**src/rtl/alu_pkg.sv**
```systemverilog
// rtl/alu_pkg.sv - shared funct codes, FSM encoding and flag indices for alu_seq
package alu_pkg;

    localparam logic [5:0] FN_ADD = 6'b100000;
    localparam logic [5:0] FN_SUB = 6'b100010;
    localparam logic [5:0] FN_AND = 6'b100100;
    localparam logic [5:0] FN_OR  = 6'b100101;
    localparam logic [5:0] FN_NOR = 6'b100111;
    localparam logic [5:0] FN_SLT = 6'b101010;
    localparam logic [5:0] FN_MUL = 6'b011000;
    localparam logic [5:0] FN_DIV = 6'b011010;

    typedef enum logic [1:0] {
        ST_IDLE = 2'd0,
        ST_RUN  = 2'd1,
        ST_FIX  = 2'd2
    } state_t;

    localparam int FL_ABOVE    = 0;
    localparam int FL_EQUALS   = 1;
    localparam int FL_OVERFLOW = 2;
    localparam int FL_DIV_ZERO = 3;
    localparam int FL_ILLEGAL  = 4;
    localparam int NFLAGS      = 5;

endpackage

```
**src/rtl/alu_muldiv_iter.sv**
```systemverilog
// rtl/alu_muldiv_iter.sv - unsigned iterative shift-add multiplier / restoring divider
module alu_muldiv_iter #(
    parameter int WIDTH = 32
) (
    input  logic             clk,
    input  logic             rst_n,
    input  logic             load,
    input  logic             step,
    input  logic             div_mode,
    input  logic [WIDTH-1:0] a,
    input  logic [WIDTH-1:0] b,
    output logic             last,
    output logic [WIDTH-1:0] hi,
    output logic [WIDTH-1:0] lo
);

    localparam int CW = $clog2(WIDTH);

    logic [WIDTH-1:0] acc_q;
    logic [WIDTH-1:0] shr_q;
    logic [WIDTH-1:0] b_q;
    logic [CW-1:0]    cnt_q;
    logic             div_q;

    logic [WIDTH:0] sum;
    logic [WIDTH:0] shifted;
    logic [WIDTH:0] diff;

    // acc:shr is the double-width product (MUL) or remainder:quotient (DIV)
    always_comb begin
        sum     = {1'b0, acc_q} + (shr_q[0] ? {1'b0, b_q} : '0);
        shifted = {acc_q, shr_q[WIDTH-1]};
        diff    = shifted - {1'b0, b_q};
    end

    always_ff @(posedge clk or negedge rst_n) begin
        if (!rst_n) begin
            acc_q <= '0;
            shr_q <= '0;
            b_q   <= '0;
            cnt_q <= '0;
            div_q <= 1'b0;
        end else if (load) begin
            acc_q <= '0;
            shr_q <= a;
            b_q   <= b;
            cnt_q <= CW'(WIDTH - 1);
            div_q <= div_mode;
        end else if (step) begin
            if (div_q) begin
                // borrow out of the (WIDTH+1)-bit trial subtract means restore
                if (!diff[WIDTH]) begin
                    acc_q <= diff[WIDTH-1:0];
                    shr_q <= {shr_q[WIDTH-2:0], 1'b1};
                end else begin
                    acc_q <= shifted[WIDTH-1:0];
                    shr_q <= {shr_q[WIDTH-2:0], 1'b0};
                end
            end else begin
                acc_q <= sum[WIDTH:1];
                shr_q <= {sum[0], shr_q[WIDTH-1:1]};
            end
            if (cnt_q != '0) begin
                cnt_q <= cnt_q - CW'(1);
            end
        end
    end

    assign last = (cnt_q == '0);
    assign hi   = acc_q;
    assign lo   = shr_q;

endmodule

```
**src/rtl/alu_seq.sv**
```systemverilog
// rtl/alu_seq.sv - multi-cycle MIPS-funct ALU with iterative signed MUL/DIV and status flags
module alu_seq
    import alu_pkg::*;
#(
    parameter int WIDTH = 32
) (
    input  logic             clk,
    input  logic             rst_n,
    input  logic             start,
    input  logic [5:0]       func,
    input  logic [WIDTH-1:0] op1,
    input  logic [WIDTH-1:0] op2,
    output logic             busy,
    output logic             done,
    output logic [WIDTH-1:0] result,
    output logic [WIDTH-1:0] result_hi,
    output logic             above,
    output logic             equals,
    output logic             overflow,
    output logic             div_zero,
    output logic             illegal
);

    localparam logic [WIDTH-1:0] MIN_VAL = {1'b1, {(WIDTH-1){1'b0}}};

    state_t state_q, state_d;

    logic [WIDTH-1:0]  res_q, res_d;
    logic [WIDTH-1:0]  hi_q, hi_d;
    logic [NFLAGS-1:0] flags_q, flags_d;
    logic              done_q;
    logic              out_we;
    logic              eng_load, eng_step, eng_last;
    logic [WIDTH-1:0]  eng_hi, eng_lo;

    logic div_q, neg_q, neg1_q, dovf_q;

    logic [WIDTH-1:0]   sum, dif, abs1, abs2, quot, rem;
    logic [2*WIDTH-1:0] prod_mag, prod_s;
    logic               lt, gt, s1, s2;

    assign s1       = op1[WIDTH-1];
    assign s2       = op2[WIDTH-1];
    assign sum      = op1 + op2;
    assign dif      = op1 - op2;
    assign lt       = $signed(op1) < $signed(op2);
    assign gt       = $signed(op1) > $signed(op2);
    assign abs1     = s1 ? -op1 : op1;
    assign abs2     = s2 ? -op2 : op2;
    assign prod_mag = {eng_hi, eng_lo};
    assign prod_s   = neg_q ? -prod_mag : prod_mag;
    assign quot     = neg_q ? -eng_lo : eng_lo;
    assign rem      = neg1_q ? -eng_hi : eng_hi;

    alu_muldiv_iter #(.WIDTH(WIDTH)) u_iter (
        .clk      (clk),
        .rst_n    (rst_n),
        .load     (eng_load),
        .step     (eng_step),
        .div_mode (func == FN_DIV),
        .a        (abs1),
        .b        (abs2),
        .last     (eng_last),
        .hi       (eng_hi),
        .lo       (eng_lo)
    );

    always_ff @(posedge clk or negedge rst_n) begin
        if (!rst_n) begin
            state_q <= ST_IDLE;
        end else begin
            state_q <= state_d;
        end
    end

    always_comb begin
        state_d  = state_q;
        eng_load = 1'b0;
        eng_step = 1'b0;
        out_we   = 1'b0;
        res_d    = '0;
        hi_d     = '0;
        flags_d  = '0;
        case (state_q)
            ST_IDLE: begin
                if (start) begin
                    out_we = 1'b1;
                    case (func)
                        FN_ADD: begin
                            res_d                = sum;
                            flags_d[FL_OVERFLOW] = (s1 == s2) && (sum[WIDTH-1] != s1);
                        end
                        FN_SUB: begin
                            res_d                = dif;
                            flags_d[FL_OVERFLOW] = (s1 != s2) && (dif[WIDTH-1] != s1);
                            flags_d[FL_ABOVE]    = gt;
                            flags_d[FL_EQUALS]   = (op1 == op2);
                        end
                        FN_AND: res_d = op1 & op2;
                        FN_OR:  res_d = op1 | op2;
                        FN_NOR: res_d = ~(op1 | op2);
                        FN_SLT: begin
                            res_d             = {{(WIDTH-1){1'b0}}, lt};
                            flags_d[FL_ABOVE] = gt;
                        end
                        FN_MUL: begin
                            out_we   = 1'b0;
                            eng_load = 1'b1;
                            state_d  = ST_RUN;
                        end
                        FN_DIV: begin
                            if (op2 == '0) begin
                                hi_d                 = op1;
                                flags_d[FL_DIV_ZERO] = 1'b1;
                            end else begin
                                out_we   = 1'b0;
                                eng_load = 1'b1;
                                state_d  = ST_RUN;
                            end
                        end
                        default: flags_d[FL_ILLEGAL] = 1'b1;
                    endcase
                end
            end
            ST_RUN: begin
                eng_step = 1'b1;
                if (eng_last) begin
                    state_d = ST_FIX;
                end
            end
            ST_FIX: begin
                out_we  = 1'b1;
                state_d = ST_IDLE;
                if (div_q) begin
                    res_d                = quot;
                    hi_d                 = rem;
                    flags_d[FL_OVERFLOW] = dovf_q;
                end else begin
                    res_d                = prod_s[WIDTH-1:0];
                    hi_d                 = prod_s[2*WIDTH-1:WIDTH];
                    flags_d[FL_OVERFLOW] = (prod_s[2*WIDTH-1:WIDTH] != {WIDTH{prod_s[WIDTH-1]}});
                end
            end
            default: state_d = ST_IDLE;
        endcase
    end

    // operation context captured at acceptance so operands may change afterwards
    always_ff @(posedge clk or negedge rst_n) begin
        if (!rst_n) begin
            div_q  <= 1'b0;
            neg_q  <= 1'b0;
            neg1_q <= 1'b0;
            dovf_q <= 1'b0;
        end else if (eng_load) begin
            div_q  <= (func == FN_DIV);
            neg_q  <= s1 ^ s2;
            neg1_q <= s1;
            dovf_q <= (func == FN_DIV) && (op1 == MIN_VAL) && (op2 == '1);
        end
    end

    always_ff @(posedge clk or negedge rst_n) begin
        if (!rst_n) begin
            res_q   <= '0;
            hi_q    <= '0;
            flags_q <= '0;
            done_q  <= 1'b0;
        end else begin
            done_q <= out_we;
            if (out_we) begin
                res_q   <= res_d;
                hi_q    <= hi_d;
                flags_q <= flags_d;
            end
        end
    end

    assign busy      = (state_q != ST_IDLE);
    assign done      = done_q;
    assign result    = res_q;
    assign result_hi = hi_q;
    assign above     = flags_q[FL_ABOVE];
    assign equals    = flags_q[FL_EQUALS];
    assign overflow  = flags_q[FL_OVERFLOW];
    assign div_zero  = flags_q[FL_DIV_ZERO];
    assign illegal   = flags_q[FL_ILLEGAL];

endmodule

```
**config.mk**
```make
export PLATFORM = sky130hd
export DESIGN_NAME = alu_seq
export DESIGN_NICKNAME = d
export VERILOG_FILES = /design/src/rtl/alu_pkg.sv /design/src/rtl/alu_muldiv_iter.sv /design/src/rtl/alu_seq.sv
export SDC_FILE = /design/constraint.sdc
export NUM_CORES = 1
export LEC_CHECK = 0
export BUFFER_PORTS_ARGS = -buffer_cell sky130_fd_sc_hd__buf_2
export CAP_MARGIN = 20
export CORE_ASPECT_RATIO = 1.25
export CORE_UTILIZATION = 30
export DETAILED_ROUTE_END_ITERATION = 8
export PLACE_DENSITY_LB_ADDON = 0.05
export SLEW_MARGIN = 20
export SYNTH_ARGS = -nofsm -noshare
export SYNTH_HDL_FRONTEND = slang
export SYNTH_HIERARCHICAL = 1
export SYNTH_SLANG_ARGS = --single-unit
```
**constraint.sdc**
```tcl
create_clock -name clk -period 4.4 [get_ports clk]
set_input_delay 0.44 -clock clk [delete_from_list [all_inputs] [get_ports clk]]
set_output_delay 0.44 -clock clk [all_outputs]
set_load 0.01 [all_outputs]
```
**After elaboration in Yosys (flattened, before gate mapping)**

Index checks and enable logic that the tools add are counted.

- Flip-flop bits (word level): 177
- Input port bits: 73

- $add $sub $neg: 10
- $lt $le $gt $ge: 2
- Equal/unequal tests: 22
- Mux-type cells: 50
- Bitwise gates (word level): 4
- Reduce and logical (&&, ||, !) cells: 15

Operators with widths:

| operator | number |
|---|---|
| $mux 32 | 18 |
| $pmux 32 s6 | 1 |
| $neg 32->32 | 4 |
| $pmux 32 s2 | 2 |
| $eq 32x32->1 const B | 2 |
| $mux 64 | 1 |
| $neg 64->64 | 1 |
| $eq 6x6->1 const B | 6 |
| $add 32x33->33 | 1 |
| $sub 33x32->33 | 1 |
| $add 32x32->32 | 1 |
| $and 32x32->32 | 1 |
| $eq 32x32->1 | 1 |
| $gt 32x32->1 | 1 |
| $logic_not 32->1 | 1 |
| $lt 32x32->1 | 1 |
| $ne 32x32->1 | 1 |
| $not 32->32 | 1 |
| $or 32x32->32 | 1 |
| $sub 32x32->32 | 1 |
| $mux 5 | 4 |
| $eq 6x5->1 const B | 2 |
| $mux 1 | 12 |
| $mux 2 | 5 |
| 20 further kinds | 33 |

**Depth between registers and ports, before layout**

- Depth in word-level cells: 7
- Mapped depth: 14
- Depth with buffers taken out: 14

**Cells and area by module**

Netlist, hierarchy kept.

Modules (own cells, without submodules):

| module | times used | cells an instance | area an instance (sq um) | seq. area each (sq um) |
|---|---|---|---|---|
| alu_seq | 1 | 1690 | 12314.3 | 1901.8 |
| alu_muldiv_iter | 1 | 1075 | 8724.6 | 2552.4 |

**Worst setup path before layout**

OpenSTA, ideal clock, no wires.

- Path kind: input port to flip-flop
- Start point: input port op2[12]
- End point: register u_iter.acc_q[23] (netlist: u_iter/hi[23])
- Setup time: 0.087 ns
- Data arrival time: 4.219 ns
- Data required time: 4.313 ns
- Path slack: 0.094 ns
- Cell stages on the path: 13
- Cell sequence: or4_4 -> or3_1 -> or3_1 -> nand2b_4 -> or4_4 -> or2_1 -> or4_4 -> nor2b_1 -> clkbuf_1 -> nor2_1 -> clkbuf_1 -> o21ai_0 -> o211ai_1

- Longest elaborated chain between the ends: 6
- Elaborated cells between the ends (all ways): 7
- Classes of those cells: mux: 5; reduce/logical: 2

Ends and longest elaborated chain:

| item | line | RTL |
|---|---|---|
| start, declared | alu_seq.sv:12 | `input logic [WIDTH-1:0] op2,` |
| $logic_not 32->1 * | alu_seq.sv:112 | `if (op2 == '0) begin` |
| $mux 1 * | alu_seq.sv:112 |  |
| $pmux 1 s2 * | alu_seq.sv:88 | `case (func)` |
| $mux 1 * | alu_seq.sv:86 | `if (start) begin` |
| $mux 1 * | alu_seq.sv:84 | `case (state_q)` |
| net eng_load | alu_seq.sv:33 | `logic eng_load, eng_step, eng_last;` |
| $mux 32 or $reduce_bool 2->1 (tied branches) | n/a |  |
| end signal, assigned | alu_muldiv_iter.sv:53 | `acc_q <= diff[WIDTH-1:0];` |
| end signal, assigned | alu_muldiv_iter.sv:56 | `acc_q <= shifted[WIDTH-1:0];` |
| end signal, assigned | alu_muldiv_iter.sv:60 | `acc_q <= sum[WIDTH:1];` |
| end, declared | alu_muldiv_iter.sv:19 | `logic [WIDTH-1:0] acc_q;` |

The timed path passes the listed nets; every way through them passes the cells marked *.
A chain may end at the register's enable or synchronous reset.

**Worst setup path after layout**

- Start point: register u_iter.shr_q[20] (netlist: u_iter/lo[20])
- End point: register flags_q[2]

- Longest elaborated chain between the ends: 5

Ends and longest elaborated chain:

| item | line | RTL |
|---|---|---|
| start, declared | alu_muldiv_iter.sv:20 | `logic [WIDTH-1:0] shr_q;` |
| start signal, assigned | alu_muldiv_iter.sv:54 | `shr_q <= {shr_q[WIDTH-2:0], 1'b1};` |
| start signal, assigned | alu_muldiv_iter.sv:57 | `shr_q <= {shr_q[WIDTH-2:0], 1'b0};` |
| start signal, assigned | alu_muldiv_iter.sv:61 | `shr_q <= {sum[0], shr_q[WIDTH-1:1]};` |
| $neg 64->64 | alu_seq.sv:51 | `assign prod_s = neg_q ? -prod_mag : prod_mag;` |
| $mux 64 | alu_seq.sv:51 |  |
| $ne 32x32->1 | alu_seq.sv:141 | `flags_d[FL_OVERFLOW] = (prod_s[2*WIDTH-1:WIDTH] != {WIDTH{prod_s[WIDTH-1]}});` |
| $mux 1 | alu_seq.sv:134 | `if (div_q) begin` |
| $pmux 1 s2 | alu_seq.sv:84 |  |
| end signal, assigned | alu_seq.sv:174 | `flags_q <= flags_d;` |
| end, declared | alu_seq.sv:30 | `logic [NFLAGS-1:0] flags_q, flags_d;` |

Every way passes these cells.

==> metrics.md <==
| Metric | Value |
|---|---|
| Die width | 239 um |
| CTS Buf Count | 17 |
| Count leader, synth | nand2_1 |
| Ranking of synthesized cells by area | dfrtp_1 21%, ha_1 10%, o21ai_0 6.2%, xnor2_1 6.2%, nand2_1 5.0% |
| Number of flops mapped to enable cells by yosys | 0 |
| Yosys reg bits | 178 |
| Most frequent cells after synthesis | 278 x nand2_1, 262 x o21ai_0, 178 x dfrtp_1 |
| First-pass GRT wire length | 153 mm |
| Clock sinks | 178 |
| Final #Nets | 3182 |
| DIE AREA | 71200 um2 |
| Synth Cell Area | 21000 um2 |
| Pin count of the biggest net entering global routing | 88 |
| Crit path cell chain | nor4_2 -> nand4_1 -> buf_4 -> or3_1 -> o21ai_0 -> xor2_1 -> or4_1 -> nor3b_1 -> o22ai_1 -> o31ai_1 -> buf_4 -> o221ai_1 |
| Final Wtd Congestion | 0.939 |
| Dpl hpwl | 86.9 mm |
| Drt pass-1 iters | 6 |
| CTS root buf | clkbuf_16 |
| Post-Syn Nets | 3017 |
| Multiplexer share of the synthesized area | 0.0327 |
| CP startpoint kind | flip-flop |
| Vias post-DR | 22500 |
| GRT Overall Usage | 0.297 |
| Setup violations, final | 0 |
| Final Max Slew Viols | 0 |
| Highest Signal Layer | met5 |
| CP max-delay cell | or3_1 |
| Final instance area | 24200 um2 |
| Synth Area per Inst | 7.61 um2 |
| # DRC | 0 |
| Clk_skew | 0.0172 ns |
| Pwr dens | 532 nW/um2 |
| I/O Buffers | 143 |
| Vias per cell | 5.79 |
| Worst slew pin tran | 0.852 ns |
| R2R setup slack | 0.18 ns |
| Seq/Total Area, Yosys | 0.212 |
| Synth area leader | dfrtp_1 |
| Slew HR | 0.432 |
| Clock network latency to the later pin of the worst-skew pair | 0.50 ns |
| CP Data Required Time | 4.77 ns |
| Routed WL per cell | 27.6 um |
| Tmin final | 4.22 ns |
| Yosys cell types | 96 |
| Worst slack, placed | -0.0733 ns |
| Cts hold-fix bufs | 0 |
| Fill cells | 7486 |
| Vias in the first global route | 21900 |
| Grt total ovfl | 0 |
| # rows | 108 |
| CP dominant cell by count | buf_4 |
| Async SR Flop Fraction | 1.00 |
| Final Hold Violating Endpoints | 0 |
| Post-synthesis cell count | 2765 |
| Primary FF master, synth | dfrtp_1 |
| Area grow syn2layout | 15.2% |
| Adder and majority cell fraction of the synthesized area | 0.108 |
| Period utilisation layout | 0.960 |
| Drt total wl | 107 mm |
| CP Capture Type | flip-flop |
| Clk buf depth | 2 |
| Clock-pin slew on the worst setup and hold paths | 0.09 ns |
| Yosys warnings | 6 |
| H-tree depth | 4 |
| Crit path kind | flip-flop to flip-flop |
| Placed Area | 23600 um2 |
| Fmax | 237 MHz |
| XOR/XNOR Fraction of Synth Area | 0.0928 |
| Synth top area share | 0.212 |
| Met1 WL | 42.4 mm |
| Largest stage delay on the critical path | 0.55 ns |
| Die Y | 298 um |
| Main combinational cell family by area after synthesis | compound AO/OA/AOI/OAI gates |
| Post-synthesis compound-gate area fraction | 0.287 |
| Crit path max fanout | 10 |
| Max IR drop VDD | 314 uV |
| Initial antenna violation count | 5 |
| Met2 wire len | 52.7 mm |
| Final worst slack | 0.178 ns |
| Max cap viols | 0 |
| Io pins | 144 |
| DRT antenna net count | 0 |
| Met3 routed WL | 4.49 mm |
| Share of cells above drive strength 1 | 0.133 |
| Starting DRT DRC Count | 1608 |
| Core box area | 69500 um2 |
| Synth Area in Simple Gates | 0.206 |
| Initial Util | 0.303 |
| Leakage | 10.6 nW |
| Outcome | finished clean |
| Worst min-delay path category | input pin to async pin |
| CTS tree | done |
| RSZ-0062 raised after global routing | false |
| WP data arrival | 4.59 ns |
[area by class of cell]
class / instances / area [um2] / share of cell area
sequential: 178 / 4460 / 0.184
clock buffer: 17 / 425 / 0.0176
antenna: 1 / 2.50 / 0.000103
multi-input combinational: 2251 / 15300 / 0.632
inverter: 175 / 657 / 0.0271
tap: 935 / 1170 / 0.0483
clock inverter: 15 / 205 / 0.00847
timing repair buffer: 307 / 2010 / 0.0828
[state kept, by name, indices dropped and copies added (netlist names), 2 cells and up]
name / count
result: 32
result_hi: 32
u_iter/lo: 32
u_iter/cnt_q: 5
flags_q: 5
u_iter/hi: 32
state_q: 2
u_iter/b_q: 32
[critical path, delay by kind of cell, from the launching register on]
family / cells / cell delay (ns)
DFF: 1 / 0.47
and+or+nand+nor: 5 / 2.17
buffers and inverters: 2 / 0.43
xor gates and xnor gates: 1 / 0.12
AOI/OAI and AO/OA: 4 / 0.89
[layout by cell type (no fill, tap or decap), types with 62 or more instances in the layout]
cell     Yosys  layout
dfrtp_1    178     176
ha_1       175     175
mux2i_1     62      62
buf_2        3     142
a21oi_1    168     167
xnor2_1    148     148
nor2_1     142     142
nand2_1    278     278
xor2_1      75      75
inv_1      173     172
o21ai_0    262     262
nand3_1     94      94
buf_4        0     160
[routing by layer]
layer,track usage,vias up
met5,0,-
met1,0.344,11100
met4,0.185,6
li1,-,10400
met2,0.513,738
met3,0.0374,198
[report_power, final]
group,switching [W],internal (W)
combinational,0.00527,0.00314
sequential,0.000636,0.00209
clock,0.000906,0.000833
[stage by stage]
stage	hold slack (ns)	TNS [ns]	utilization	instances	power, W
floorplan	0.144	0	-	2765	0.00785
global placement	0.453	-0.0712	0.340	3846	0.0110
detailed placement	0.464	-0.592	0.340	3846	0.0111
CTS	0.0174	0	0.349	3878	0.0129
global route	0.0484	0	0.349	3879	0.0137
finish	0.0122	0	0.349	3879	0.0129
[worst paths after layout]
kind / startpoint / end / depth (start not counted)
max in group asynchronous: rst_n / flags_q[0] / 2
hold / removal: rst_n / u_iter/cnt_q[4] / 1
min in group clk: op1[23] / result_hi[23] / 3
setup reg to reg: u_iter/lo[20] / flags_q[2] / 12
setup / recovery: u_iter/lo[20] / flags_q[2] / 12
hold reg to reg: flags_q[3] / flags_q[3] / 1
[timing repair]
action / CTS / global route
endpoints found under the setup margin: 0 / 1
setup buffers: 0 / 0
resized for setup: 0 / 1
[cells by family (layout without fill, tap and decap cells)]
group / count (synthesis) / count (layout)
AO/OA/AOI/OAI: 918 / 918
AND/OR/NAND/NOR: 863 / 863
buffers and inverters: 336 / 514
XOR/XNOR: 223 / 223
adder cells (fa/ha/maj): 179 / 179
flip-flops: 178 / 178
multiplexers: 68 / 68
other: 0 / 1
Power figures use the tool's default switching activity.
